--- src/rtl/i2c_target.sv ---
// I2C target with an internal byte register file: oversampled SCL/SDA, 7-bit address match,
// pointer-based writes and auto-incrementing reads.
module i2c_target #(
  parameter logic [6:0] ADDR   = 7'h10,
  parameter int         REG_AW = 4
) (
  input  logic              i_clk,
  input  logic              i_rst_n,
  input  logic              i_scl,
  input  logic              i_sda,
  output logic              o_sda_oe,
  output logic              o_wr_stb,
  output logic [REG_AW-1:0] o_wr_addr,
  output logic [7:0]        o_wr_data,
  input  logic [REG_AW-1:0] i_dbg_addr,
  output logic [7:0]        o_dbg_data,
  output logic              o_busy
);

  // state    | meaning
  // IDLE     | bus ignored until START
  // ADDR     | shifting address byte (7 bits + R/W)
  // ADDR_ACK | driving address ACK
  // PTR      | receiving register pointer
  // PTR_ACK  | driving pointer ACK
  // RX       | receiving data byte
  // RX_ACK   | driving data ACK (write happens on entry)
  // TX       | shifting out regs[ptr]
  // TX_ACK   | SDA released, sampling master ACK/NACK
  // WAIT     | SDA released until STOP or START
  typedef enum logic [3:0] {
    S_IDLE, S_ADDR, S_ADDR_ACK, S_PTR, S_PTR_ACK,
    S_RX, S_RX_ACK, S_TX, S_TX_ACK, S_WAIT
  } state_t;

  localparam int NREG = 1 << REG_AW;

  logic scl_m, scl_s, scl_d;
  logic sda_m, sda_s, sda_d;
  logic scl_rise, scl_fall, ev_start, ev_stop;

  state_t            state, state_nxt;
  logic [3:0]        cnt, cnt_nxt;
  logic [7:0]        sh, sh_nxt;
  logic [REG_AW-1:0] ptr, ptr_nxt;
  logic              rw, rw_nxt;
  logic              m_ack, m_ack_nxt;
  logic              sda_oe, sda_oe_nxt;
  logic              busy, busy_nxt;
  logic              wr_stb, wr_stb_nxt;
  logic [REG_AW-1:0] wr_addr, wr_addr_nxt;
  logic [7:0]        wr_data, wr_data_nxt;
  logic              we;
  logic [7:0]        rd_byte;
  logic [7:0]        regs [NREG];

  // Sync flops reset to the idle-bus level so release from reset creates no events.
  always_ff @(posedge i_clk or negedge i_rst_n) begin
    if (!i_rst_n) begin
      scl_m <= 1'b1;
      scl_s <= 1'b1;
      scl_d <= 1'b1;
      sda_m <= 1'b1;
      sda_s <= 1'b1;
      sda_d <= 1'b1;
    end else begin
      scl_m <= i_scl;
      scl_s <= scl_m;
      scl_d <= scl_s;
      sda_m <= i_sda;
      sda_s <= sda_m;
      sda_d <= sda_s;
    end
  end

  assign scl_rise = scl_s & ~scl_d;
  assign scl_fall = ~scl_s & scl_d;
  assign ev_start = scl_s & scl_d & sda_d & ~sda_s;
  assign ev_stop  = scl_s & scl_d & ~sda_d & sda_s;

  assign rd_byte = regs[ptr];

  always_ff @(posedge i_clk or negedge i_rst_n) begin
    if (!i_rst_n) begin
      state   <= S_IDLE;
      cnt     <= '0;
      sh      <= '0;
      ptr     <= '0;
      rw      <= 1'b0;
      m_ack   <= 1'b0;
      sda_oe  <= 1'b0;
      busy    <= 1'b0;
      wr_stb  <= 1'b0;
      wr_addr <= '0;
      wr_data <= '0;
    end else begin
      state   <= state_nxt;
      cnt     <= cnt_nxt;
      sh      <= sh_nxt;
      ptr     <= ptr_nxt;
      rw      <= rw_nxt;
      m_ack   <= m_ack_nxt;
      sda_oe  <= sda_oe_nxt;
      busy    <= busy_nxt;
      wr_stb  <= wr_stb_nxt;
      wr_addr <= wr_addr_nxt;
      wr_data <= wr_data_nxt;
    end
  end

  always_comb begin
    state_nxt   = state;
    cnt_nxt     = cnt;
    sh_nxt      = sh;
    ptr_nxt     = ptr;
    rw_nxt      = rw;
    m_ack_nxt   = m_ack;
    sda_oe_nxt  = sda_oe;
    busy_nxt    = busy;
    wr_stb_nxt  = 1'b0;
    wr_addr_nxt = wr_addr;
    wr_data_nxt = wr_data;
    we          = 1'b0;

    if (ev_stop) begin
      state_nxt  = S_IDLE;
      sda_oe_nxt = 1'b0;
      busy_nxt   = 1'b0;
    end else if (ev_start) begin
      state_nxt  = S_ADDR;
      cnt_nxt    = '0;
      sda_oe_nxt = 1'b0;
    end else if (scl_rise) begin
      case (state)
        S_ADDR, S_PTR, S_RX: begin
          sh_nxt  = {sh[6:0], sda_s};
          cnt_nxt = cnt + 4'd1;
        end
        S_TX:     cnt_nxt = cnt + 4'd1;
        S_TX_ACK: m_ack_nxt = ~sda_s;
        default: ;
      endcase
    end else if (scl_fall) begin
      // All SDA drive changes happen here, while SCL is low.
      case (state)
        S_ADDR: begin
          if (cnt == 4'd8) begin
            if (sh[7:1] == ADDR) begin
              state_nxt  = S_ADDR_ACK;
              sda_oe_nxt = 1'b1;
              busy_nxt   = 1'b1;
              rw_nxt     = sh[0];
            end else begin
              state_nxt = S_IDLE;
              busy_nxt  = 1'b0;
            end
          end
        end
        S_ADDR_ACK: begin
          cnt_nxt = '0;
          if (rw) begin
            state_nxt  = S_TX;
            sh_nxt     = rd_byte;
            sda_oe_nxt = ~rd_byte[7];
          end else begin
            state_nxt  = S_PTR;
            sda_oe_nxt = 1'b0;
          end
        end
        S_PTR: begin
          if (cnt == 4'd8) begin
            state_nxt  = S_PTR_ACK;
            ptr_nxt    = sh[REG_AW-1:0];
            sda_oe_nxt = 1'b1;
          end
        end
        S_PTR_ACK, S_RX_ACK: begin
          state_nxt  = S_RX;
          cnt_nxt    = '0;
          sda_oe_nxt = 1'b0;
        end
        S_RX: begin
          if (cnt == 4'd8) begin
            state_nxt   = S_RX_ACK;
            we          = 1'b1;
            wr_stb_nxt  = 1'b1;
            wr_addr_nxt = ptr;
            wr_data_nxt = sh;
            sda_oe_nxt  = 1'b1;
            ptr_nxt     = ptr + REG_AW'(1);
          end
        end
        S_TX: begin
          if (cnt == 4'd8) begin
            state_nxt  = S_TX_ACK;
            sda_oe_nxt = 1'b0;
            ptr_nxt    = ptr + REG_AW'(1);
          end else begin
            sh_nxt     = {sh[6:0], 1'b0};
            sda_oe_nxt = ~sh[6];
          end
        end
        S_TX_ACK: begin
          if (m_ack) begin
            state_nxt  = S_TX;
            cnt_nxt    = '0;
            sh_nxt     = rd_byte;
            sda_oe_nxt = ~rd_byte[7];
          end else begin
            state_nxt = S_WAIT;
          end
        end
        default: ;
      endcase
    end
  end

  always_ff @(posedge i_clk or negedge i_rst_n) begin
    if (!i_rst_n) begin
      for (int i = 0; i < NREG; i++) regs[i] <= '0;
    end else if (we) begin
      regs[ptr] <= sh;
    end
  end

  assign o_sda_oe   = sda_oe;
  assign o_wr_stb   = wr_stb;
  assign o_wr_addr  = wr_addr;
  assign o_wr_data  = wr_data;
  assign o_busy     = busy;
  assign o_dbg_data = regs[i_dbg_addr];

endmodule

--- config.mk ---
export PLATFORM = sky130hd
export DESIGN_NAME = i2c_target
export DESIGN_NICKNAME = d
export VERILOG_FILES = /design/src/rtl/i2c_target.sv
export SDC_FILE = /design/constraint.sdc
export NUM_CORES = 1
export LEC_CHECK = 0
export ABC_AREA = 1
export BUFFER_PORTS_ARGS = -buffer_cell sky130_fd_sc_hd__buf_2
export CORE_MARGIN = 1
export CORE_UTILIZATION = 60
export DETAILED_ROUTE_END_ITERATION = 7
export PLACE_DENSITY = 0.77
export SYNTH_ARGS = -nofsm -noshare
export SYNTH_HDL_FRONTEND = slang
export SYNTH_SLANG_ARGS = --single-unit
--- constraint.sdc ---
create_clock -name i_clk -period 5.63 [get_ports i_clk]
set_input_delay 1.126 -clock i_clk [delete_from_list [all_inputs] [get_ports i_clk]]
set_output_delay 1.126 -clock i_clk [all_outputs]
set_load 0.03 [all_outputs]
## Yosys cells after proc, flatten, opt, wreduce, memory -nomap -nowiden

Index checks and enable logic that the tools add are counted.

- Register bits after elaboration: 171
- Output and inout port bits: 23
- Logic and storage cells: 172

- Add/sub/neg operators: 2
- Muxes and demuxes: 61
- Reduce and logical (&&, ||, !) cells: 27
- Bitwise operators: 18
- $lt $le $gt $ge: 3
- Equality and inequality tests: 28

Operator list:

| kind | number |
|---|---|
| 128-bit bitwise mux | 1 |
| 8-bit 2-to-1 mux | 11 |
| 8-bit binary-select mux with 4-bit select | 2 |
| 4-bit 2-to-1 mux | 16 |
| 8-bit demux with 4-bit select | 1 |
| 4-bit inequality test, second input constant | 7 |
| 4-bit case mux with 7 select lines | 1 |
| 7-bit AND reduction | 4 |
| 8-bit case mux with 3 select lines | 1 |
| 1-bit 2-to-1 mux | 23 |
| 4-bit by 3-bit equality test with 1-bit output, second input constant | 4 |
| 4-bit case mux with 2 select lines | 2 |
| 5-bit greater-or-equal comparator, second input constant | 2 |
| 4-bit NOT with 5-bit output | 2 |
| 5-bit AND reduction | 2 |
| 2-bit nonzero test | 5 |
| 3-bit inequality test, second input constant | 3 |
| 1-bit NOT | 9 |
| 9-bit nonzero test | 1 |
| 4-bit by 1-bit adder with 4-bit output, second input constant | 2 |
| 4-bit by 2-bit equality test with 1-bit output, second input constant | 2 |
| 4-bit equality test, second input constant | 2 |
| 2-bit by 1-bit inequality test with 1-bit output, second input constant | 4 |
| 8-bit AND reduction | 1 |
| 20 further kinds | 31 |

## Logic depth before layout (Yosys ltp)

Gate-level depths: netlist of the first run.

- Depth in word-level cells: 11
- Mapped depth: 13

## Worst setup path after synthesis of the first run

No wires, ideal clock.

- Kind: in2out
- Start: input port i_dbg_addr[0]
- End: output port o_dbg_data[6]
- Data arrival time: 2.396 ns
- Stages on the path: 7
- Path buffers: 3
- Path slack: 2.108 ns
- Data required time: 4.504 ns
- Path through: clkbuf_1 -> clkbuf_1 -> clkbuf_1 -> o21ai_0 -> a21oi_1 -> o221ai_1 -> nand2_1

- Word-level cells in the longest chain between the ends: 4

Ends and longest elaborated chain:

| element | line | source |
|---|---|---|
| start, declared | 15 | `input logic [REG_AW-1:0] i_dbg_addr,` |
| 4-bit NOT with 5-bit output (implied by the code) | 231 | `assign o_dbg_data = regs[i_dbg_addr];` |
| 8-bit binary-select mux with 4-bit select | 231 |  |
| 8-bit 2-to-1 mux (implied by the code) (2 in series) | 231 |  |
| end, declared | 16 | `output logic [7:0] o_dbg_data,` |

Every way passes these cells. The select of a mux whose other input is x is not followed.

## Worst setup path after layout of the first run

- Start: input port i_dbg_addr[0]
- End: output port o_dbg_data[0]

The elaborated chain is that of the path after synthesis.

==> results of run 1 <==
synth_stat cells (10+ instances only):
master / number / share of area
nand2_1: 373 / 0.15
dfrtp_1: 165 / 0.43
o21ai_1: 128 / 0.067
inv_1: 119 / 0.047
o21ai_0: 97 / 0.051
nand3_1: 85 / 0.045
a21oi_1: 68 / 0.036
clkbuf_1: 48 / 0.019
o211ai_1: 44 / 0.035
nor2_1: 38 / 0.015
buf_2: 12 / 0.0063
nand2_4: 10 / 0.012
registers in the layout (all words and copies together) (netlist names):
signal / cells
scl_m: 1
o_wr_stb: 1
sh: 8
ptr: 4
rw: 1
scl_s: 1
o_wr_addr: 4
scl_d: 1
state: 4
sda_s: 1
o_wr_data: 8
o_busy: 1
m_ack: 1
sda_m: 1
regs: 128
o_sda_oe: 1
sda_d: 1
cnt: 4
per-stage QoR:
step,instances,total power [W]
floorplan,1269,0.00175
global placement,1445,0.00193
detailed placement,1445,0.00194
CTS,1477,0.00317
global route,1477,0.00331
finish,1477,0.00318
worst max-delay path by stage:
stage                    endpoint  cells after the start           from  slack, ns
global placement    o_dbg_data[5]                      6  i_dbg_addr[0]       1.70
global route        o_dbg_data[0]                      7  i_dbg_addr[0]       1.47
CTS                 o_dbg_data[7]                      7  i_dbg_addr[0]       1.67
detailed placement  o_dbg_data[4]                      7  i_dbg_addr[0]       1.68
finish              o_dbg_data[0]                      6  i_dbg_addr[0]       1.60
floorplan           o_dbg_data[6]                      7  i_dbg_addr[0]       2.11
worst reg2reg max path, cell delays in order, from the launching register on:
cell	delay (ns)
dfstp_2	0.55
inv_1	0.04
ha_1	0.27
nor2_1	0.28
nand2_1	0.16
nor3_4	0.28
inv_4	0.20
nor2_8	0.23
nand2_2	0.28
nand2_1	0.14
o21ai_1	0.08
kinds of logic (layout without fill, tap and decap cells):
logic type | count (synthesis) | in the layout | share of synthesized area
adder cells (fa/ha/maj) | 9 | 9 | 0.0118
XOR/XNOR | 1 | 1 | 0.000921
buffers and inverters | 199 | 196 | 0.0867
multiplexers | 6 | 6 | 0.00632
flip-flops | 171 | 171 | 0.451
AND/OR/NAND/NOR | 537 | 537 | 0.246
AO/OA/AOI/OAI | 346 | 346 | 0.197
power breakdown:
part	switching, W	internal [W]
clock network	0.000523	0.000728
registers	0.0000506	0.00128
logic	0.000459	0.000137
total	0.00103	0.00215
per-layer routing:
layer	track usage	part of all wire
met1	0.489	0.43
met2	0.534	0.45
met3	0.0701	0.093
met4	0.140	0.028
met5	0	0
cell type report:
type                            count  area, µm²  share of cell area
Timing Repair Buffer               40        246              0.0240
Multi-Input combinational cell    899       4400               0.428
Inverter                          124        468              0.0455
Tap cell                          211        264              0.0257
Clock inverter                     12        161              0.0157
Clock buffer                       20        457              0.0444
Sequential cell                   171       4290               0.417
==> impl_metrics.yaml, run 1 <==
cells_and_area:
  layout_common_cells: "373 x nand2_1, 164 x dfrtp_1, 128 x o21ai_1, 119 x inv_1, 97 x o21ai_0"
  finalCoreUtilization: 0.671
  area_growth_pct: 8.13
  fill_cells: 1311
  fin_nets: 1270
  final_common_cell: "nand2_1"
  fin_area_mm2: 0.0103
  antenna_cells: 0
  drive_gt1_frac: 0.0861
sta:
  finalMaxSlewViolations: 0
  max_freq_mhz: 248
  whs_ns: 0.356
  finalSetupTns_ns: 0
  hold_violations: 0
  fin_ws_ns: 1.60
  max_slew_margin: 0.299
  setup_viol: 0
  fin_worst_skew_ns: 0.0136
  rsz0062_at_grt: "false"
  period_share: 0.716
  tightest_slew_ns: 1.05
  timing.final.crit_period_ns: 4.03
worst_setup_path:
  reg2reg_to: "regs[31]"
  r2r_start: "scl_d"
  cp.arrival_ns: 2.90
  cp.required_ns: 4.50
  critPathLaunchType: "input port"
  critPathTopFamily: "buffers and inverters"
  r2r_slack_ns: 2.97
  crit_fanout: 112
  r2r_cells: 10
  critical-path-max-stage-delay_ns: 0.76
  path_cells: "buf_4, o21ai_0, a21oi_1, o221ai_1, nand2_1, buf_2"
  cp-end-kind: "output pin"
  path_class: "input port to output pin"
  critPathBufInv: 2
  cpMaxStageDelayCell: "buf_4"
logic_synthesis:
  yosysWarnings: 0
  avgSynthCellArea_um2: 7.49
  syn_inst: 1269
  synth_edf_count: 0
  synth_cell_type_count: 32
  synth-seq-cells: 171
  ys_seq_area_frac: 0.451
  synthesis.area_mm2: 0.00951
  synthArstFlopShare: 1.00
  synthFlopType: "dfrtp_1"
  synth_fp_nets: 1286
min_path:
  hold_end: "sda_s"
  min_from: "sda_m"
  hold_depth: 0
  hp-class: "register to register"
power:
  p_leak_nw: 4.84
  p_per_area_mw_per_mm2: 309
  vdd_drop_max_mv: 0.235
die:
  ioPinCount: 31
  die_y_um: 128
  die_w_um: 128
  die_area_mm2: 0.0164
  core_mm2: 0.0153
  initial_core_util: 0.621
  core.rowCount: 45
route:
  dr.pass1.iters: 5
  route.detailed.drc: 0
  via_per_inst: 5.92
  dr_total_vias: 8743
  postRouteAntennaNets: 0
  post_drt_wl_per_cell_um: 18.0
  totalWireLength_um: 26600
  drtIter0Drc: 1126
clock_network:
  cts_max_level: 4
  clkLatencyLatePin_ns: 0.44
  cts_setup_buffers: 0
  clockBufferDepth: 2
  cts_buffers: 17
  clkTransAtPathRegs_ns: 0.07
  ctsRootBufferMaster: "clkbuf_16"
  cts_tree: "done"
  cts.sinks: 171
  cts_resized: 0
  cts_hold_buf: 0
placement:
  dpl.hpwl_um: 17200
  dp_slack_ns: 1.68
  gp_congestion: 0.917
  place_area_mm2: 0.00967
  port_buffers: 30
global_route:
  overflow: 0
  grt_start_max_net_pins: 113
  grt_pass1_vias: 8045
  grt_pass1_wl_um: 43500
  antenna_found_initial: 0
  grt_util_all_layers: 0.349
job:
  max_cap_viol_count: 0
run_status:
  status: "finished clean"
(Power assumes the default switching activity.)
==> inputs of run 2 (changes only) <==
--- a/config.mk
+++ b/config.mk
@@ -8,7 +8,7 @@
 export ABC_AREA = 1
 export BUFFER_PORTS_ARGS = -buffer_cell sky130_fd_sc_hd__buf_2
 export CORE_MARGIN = 1
-export CORE_UTILIZATION = 60
+export CORE_UTILIZATION = 57
 export DETAILED_ROUTE_END_ITERATION = 7
 export PLACE_DENSITY = 0.77
 export SYNTH_ARGS = -nofsm -noshare
==> constraint.sdc (replaced) <==
create_clock -name i_clk -period 3.3 [get_ports i_clk]
set_input_delay 0.66 -clock i_clk [delete_from_list [all_inputs] [get_ports i_clk]]
set_output_delay 0.66 -clock i_clk [all_outputs]
set_load 0.03 [all_outputs]
==> impl_metrics.yaml, run 2 (synthesis results as in run 1) <==
die:
  die_w_um: 131
  core_mm2: 0.0161
  ioPinCount: 31
  initial_core_util: 0.592
  core.rowCount: 46
  die_area_mm2: 0.0172
  die_y_um: 131
cells_and_area:
  area_growth_pct: 8.83
  antenna_cells: 0
  layout_common_cells: "373 x nand2_1, 164 x dfrtp_1, 128 x o21ai_1, 119 x inv_1, 97 x o21ai_0"
  largest_register_ffs: 128
  fin_nets: 1275
  drive_gt1_frac: 0.0905
  finalCoreUtilization: 0.645
  top_register: "regs"
  final_common_cell: "nand2_1"
clock_network:
  cts_setup_buffers: 0
  cts_buffers: 17
  ctsRootBufferMaster: "clkbuf_16"
  cts_resized: 0
  cts_hold_buf: 0
  cts_max_level: 4
  clockBufferDepth: 2
  cts.sinks: 171
  cts_tree: "done"
  clkTransAtPathRegs_ns: 0.07
  clkLatencyLatePin_ns: 0.45
power:
  vdd_drop_max_mv: 0.374
  p_leak_nw: 4.87
  p_per_area_mw_per_mm2: 524
route:
  dr_total_vias: 8821
  post_drt_wl_per_cell_um: 17.9
  totalWireLength_um: 26700
  drtIter0Drc: 1279
  route.detailed.drc: 0
  dr.pass1.iters: 6
  via_per_inst: 5.93
  postRouteAntennaNets: 0
global_route:
  grt_pass1_vias: 8120
  antenna_found_initial: 0
  grt_pass1_wl_um: 43300
  overflow: 0
  grt_start_max_net_pins: 100
  grt_util_all_layers: 0.323
sta:
  timing.final.crit_period_ns: 2.83
  tightest_slew_ns: 0.994
  rsz0062_at_grt: "false"
  hold_violations: 0
  max_freq_mhz: 353
  finalSetupTns_ns: 0
  finalMaxSlewViolations: 0
  setup_viol: 0
  period_share: 0.859
  max_slew_margin: 0.337
  fin_worst_skew_ns: 0.00704
worst_setup_path:
  cp.required_ns: 2.64
  path_class: "input port to output pin"
  crit_fanout: 18
  reg2reg_to: "regs[116]"
  cpMaxStageDelayCell: "clkinv_1"
  cp-end-kind: "output pin"
  crit_top_cell: "buf_2"
  cp.arrival_ns: 2.17
  critical-path-max-stage-delay_ns: 0.51
  path_cells: "buf_2, clkinv_1, o211ai_1, nand3_1, nand2_1, buf_2"
  r2r_slack_ns: 0.73
  critPathLaunchType: "input port"
  r2r_start: "scl_d"
  r2r_cells: 10
placement:
  port_buffers: 30
  dpl.hpwl_um: 17100
  gp_congestion: 0.944
min_path:
  hp-class: "input port to asynchronous set/reset pin"
job:
  max_cap_viol_count: 0
run_status:
  status: "finished clean"
run 2: cell types whose count changed in the layout (fill, tap and decap cells not counted), sizes merged:
cell and change:
buf +5, bufinv -1, clkbuf -3, clkinv -2, inv +6
run 2: routing by layer:
layer  part of all wire  vias to the layer above  global-route usage
met5                  0                        -                   0
met4              0.037                        0               0.157
met3              0.089                       67              0.0652
met2               0.45                      462               0.488
met1               0.43                     4127               0.444
li1                   -                     4165                   -
run 2: worst max-delay path by stage:
stage	depth (start not counted)	end	startpoint	slack, ns
finish	6	o_dbg_data[6]	i_dbg_addr[2]	0.47
global route	6	o_dbg_data[0]	i_dbg_addr[2]	0.38
CTS	6	o_dbg_data[6]	i_dbg_addr[2]	0.52
detailed placement	6	o_dbg_data[6]	i_dbg_addr[2]	0.53
global placement	6	o_dbg_data[6]	i_dbg_addr[2]	0.61
floorplan	7	o_dbg_data[6]	i_dbg_addr[0]	0.71
run 2: power breakdown:
part / internal, W / switching [W] / leakage, nW
Clock: 0.00115 / 0.000946 / 0.293
Combinational: 0.000251 / 0.000815 / 2.22
Sequential: 0.00218 / 0.0000837 / 2.35
run 2: critical path: cells and delay by family:
family / cells / cell delay [ns]
buf+inv: 3 / 1.00
compound gates: 1 / 0.29
simple gates: 2 / 0.21
run 2: layout make-up:
class / count / area (µm²)
Tap cell: 216 / 270
Clock inverter: 15 / 178
Sequential cell: 171 / 4290
Clock buffer: 17 / 425
Timing Repair Buffer: 45 / 322
Fill cell: 1390 / 5710
Multi-Input combinational cell: 899 / 4400
Inverter: 124 / 468
run 2: metrics by stage:
stage	hold slack, ns	cells	setup WS (ns)	power, W	cell area, µm²
after global placement	0.346	1455	0.615	0.00334	9750
after floorplan	0.345	1269	0.710	0.00298	9510
final	0.182	1487	0.466	0.00543	10300
after global routing	0.220	1487	0.384	0.00563	10300
after detailed placement	0.347	1455	0.528	0.00334	9750
after CTS	0.203	1487	0.519	0.00542	10300
==> inputs of run 3 (changes only) <==
==> constraint.sdc (replaced) <==
create_clock -name i_clk -period 3.3 [get_ports i_clk]
set_input_delay 0.33 -clock i_clk [delete_from_list [all_inputs] [get_ports i_clk]]
set_output_delay 0.33 -clock i_clk [all_outputs]
set_load 0.03 [all_outputs]
==> impl_metrics.yaml, run 3 (synthesis results as in run 1) <==
cells_and_area:
  fill_cells: 1372
  largest_register_ffs: 128
  finalCoreUtilization: 0.644
  area_growth_pct: 8.75
  final_common_cell: "nand2_1"
  drive_gt1_frac: 0.0901
  fin_nets: 1280
  top_register: "regs"
  fin_cells: 1492
  antenna_cells: 0
  layout_common_cells: "373 x nand2_1, 164 x dfrtp_1, 128 x o21ai_1, 119 x inv_1, 97 x o21ai_0"
placement:
  gp_congestion: 0.922
  port_buffers: 30
  dpl.hpwl_um: 17400
  dp_slack_ns: 0.891
  placed_cells: 1457
route:
  totalWireLength_um: 26600
  post_drt_wl_per_cell_um: 17.8
  route.detailed.drc: 0
  drtIter0Drc: 966
  postRouteAntennaNets: 0
  dr_total_vias: 8826
  dr.pass1.iters: 6
  via_per_inst: 5.92
worst_setup_path:
  path_class: "register to register"
  cp-end-kind: "register"
  cp.required_ns: 3.59
  critical-path-max-stage-delay_ns: 0.54
  critPathLaunchType: "register"
  path_cells: "inv_1, ha_1, nor2_1, nand2_1, nor3_4, inv_4, nor2_8, nand2_2, nand2_1, o21ai_1"
  cp.arrival_ns: 2.73
  crit_fanout: 28
  crit_top_cell: "nand2_1"
  cpMaxStageDelayCell: "dfstp_2"
clock_network:
  cts_tree: "done"
  clkTransAtPathRegs_ns: 0.07
  clkLatencyLatePin_ns: 0.44
  cts_buffers: 17
  ctsRootBufferMaster: "clkbuf_16"
  cts_max_level: 4
  cts.sinks: 171
  clockBufferDepth: 2
sta:
  rsz0062_at_grt: "false"
  max_freq_mhz: 411
  timing.final.crit_period_ns: 2.44
  finalSetupTns_ns: 0
  tightest_slew_ns: 0.852
  fin_worst_skew_ns: 0.00643
  hold_violations: 0
  max_slew_margin: 0.428
  finalMaxSlewViolations: 0
  period_share: 0.738
  setup_viol: 0
  fin_ws_ns: 0.864
power:
  total_power_w: 0.00534
  seqPwrFrac: 0.425
  p_int_w: 0.00358
  p_leak_nw: 4.85
  vdd_drop_max_mv: 0.419
  power_frac_comb: 0.196
  power_switching_w: 0.00176
  swShare: 0.330
  p_per_area_mw_per_mm2: 517
  clkPwrFrac: 0.379
die:
  initial_core_util: 0.592
  die_w_um: 131
  ioPinCount: 31
  core.rowCount: 46
  die_y_um: 131
  core_mm2: 0.0161
  die_area_mm2: 0.0172
global_route:
  overflow: 0
  grt_start_max_net_pins: 83
  antenna_found_initial: 0
  grt_pass1_wl_um: 42900
  grt_util_all_layers: 0.321
  grt_pass1_vias: 8051
job:
  max_cap_viol_count: 0
min_path:
  hp-class: "register to register"
run_status:
  status: "finished clean"
[run 3: routing by layer]
metal  global-route usage  routed length [µm]
met2                0.482               11700
met1                0.441               11600
met5                    0                   0
met4                0.142                 865
met3               0.0756                2470
[run 3: final cells by class]
cell class / count / area (µm²) / area share
tap: 216 / 270 / 0.0261
sequential: 171 / 4290 / 0.415
multi-input combinational: 899 / 4400 / 0.425
inverter: 124 / 468 / 0.0452
clock buffer: 20 / 447 / 0.0432
clock inverter: 12 / 141 / 0.0137
timing repair buffer: 50 / 329 / 0.0318
[run 3: final timing paths]
path	startpoint	endpoint	slack [ns]	cells past startpoint
max	scl_d	regs[24]	0.86	10
min	scl_m	scl_s	0.36	0
max reg2reg	scl_d	regs[24]	0.86	10
min reg2reg	scl_m	scl_s	0.36	0
max in group asynchronous	i_rst_n	scl_m	1.83	3
min in group asynchronous	i_rst_n	regs[34]	0.50	2
[run 3: power groups by stage]
stage | registers (W) | clock network, W | logic (W)
after floorplan | 0.00230 | 0 | 0.000679
after global placement | 0.00230 | 0 | 0.00102
after detailed placement | 0.00231 | 0 | 0.00103
after CTS | 0.00227 | 0.00204 | 0.00104
after global routing | 0.00228 | 0.00211 | 0.00117
final | 0.00227 | 0.00202 | 0.00105
[run 3: repair_timing]
action | CTS | global route
setup buffers | 0 | 0
setup endpoints to repair | 0 | 0
gates resized for setup | 0 | 0
hold endpoints to repair | 77 | 0
hold buffers | 3 | 0
[run 3: worst max-delay path, delay by kind of cell (launching register included)]
| family | cells | cell delay [ns] |
|---|---|---|
| fa+ha+maj | 1 | 0.27 |
| flops | 1 | 0.54 |
| buf+inv | 2 | 0.23 |
| simple gates | 6 | 1.15 |
| compound gates | 1 | 0.08 |
[run 3: metrics by stage]
step / area, µm² / hold slack [ns]
after global routing: 10300 / 0.359
final: 10300 / 0.358
after CTS: 10300 / 0.359
after floorplan: 9510 / 0.0344
after global placement: 9720 / 0.346
after detailed placement: 9720 / 0.350
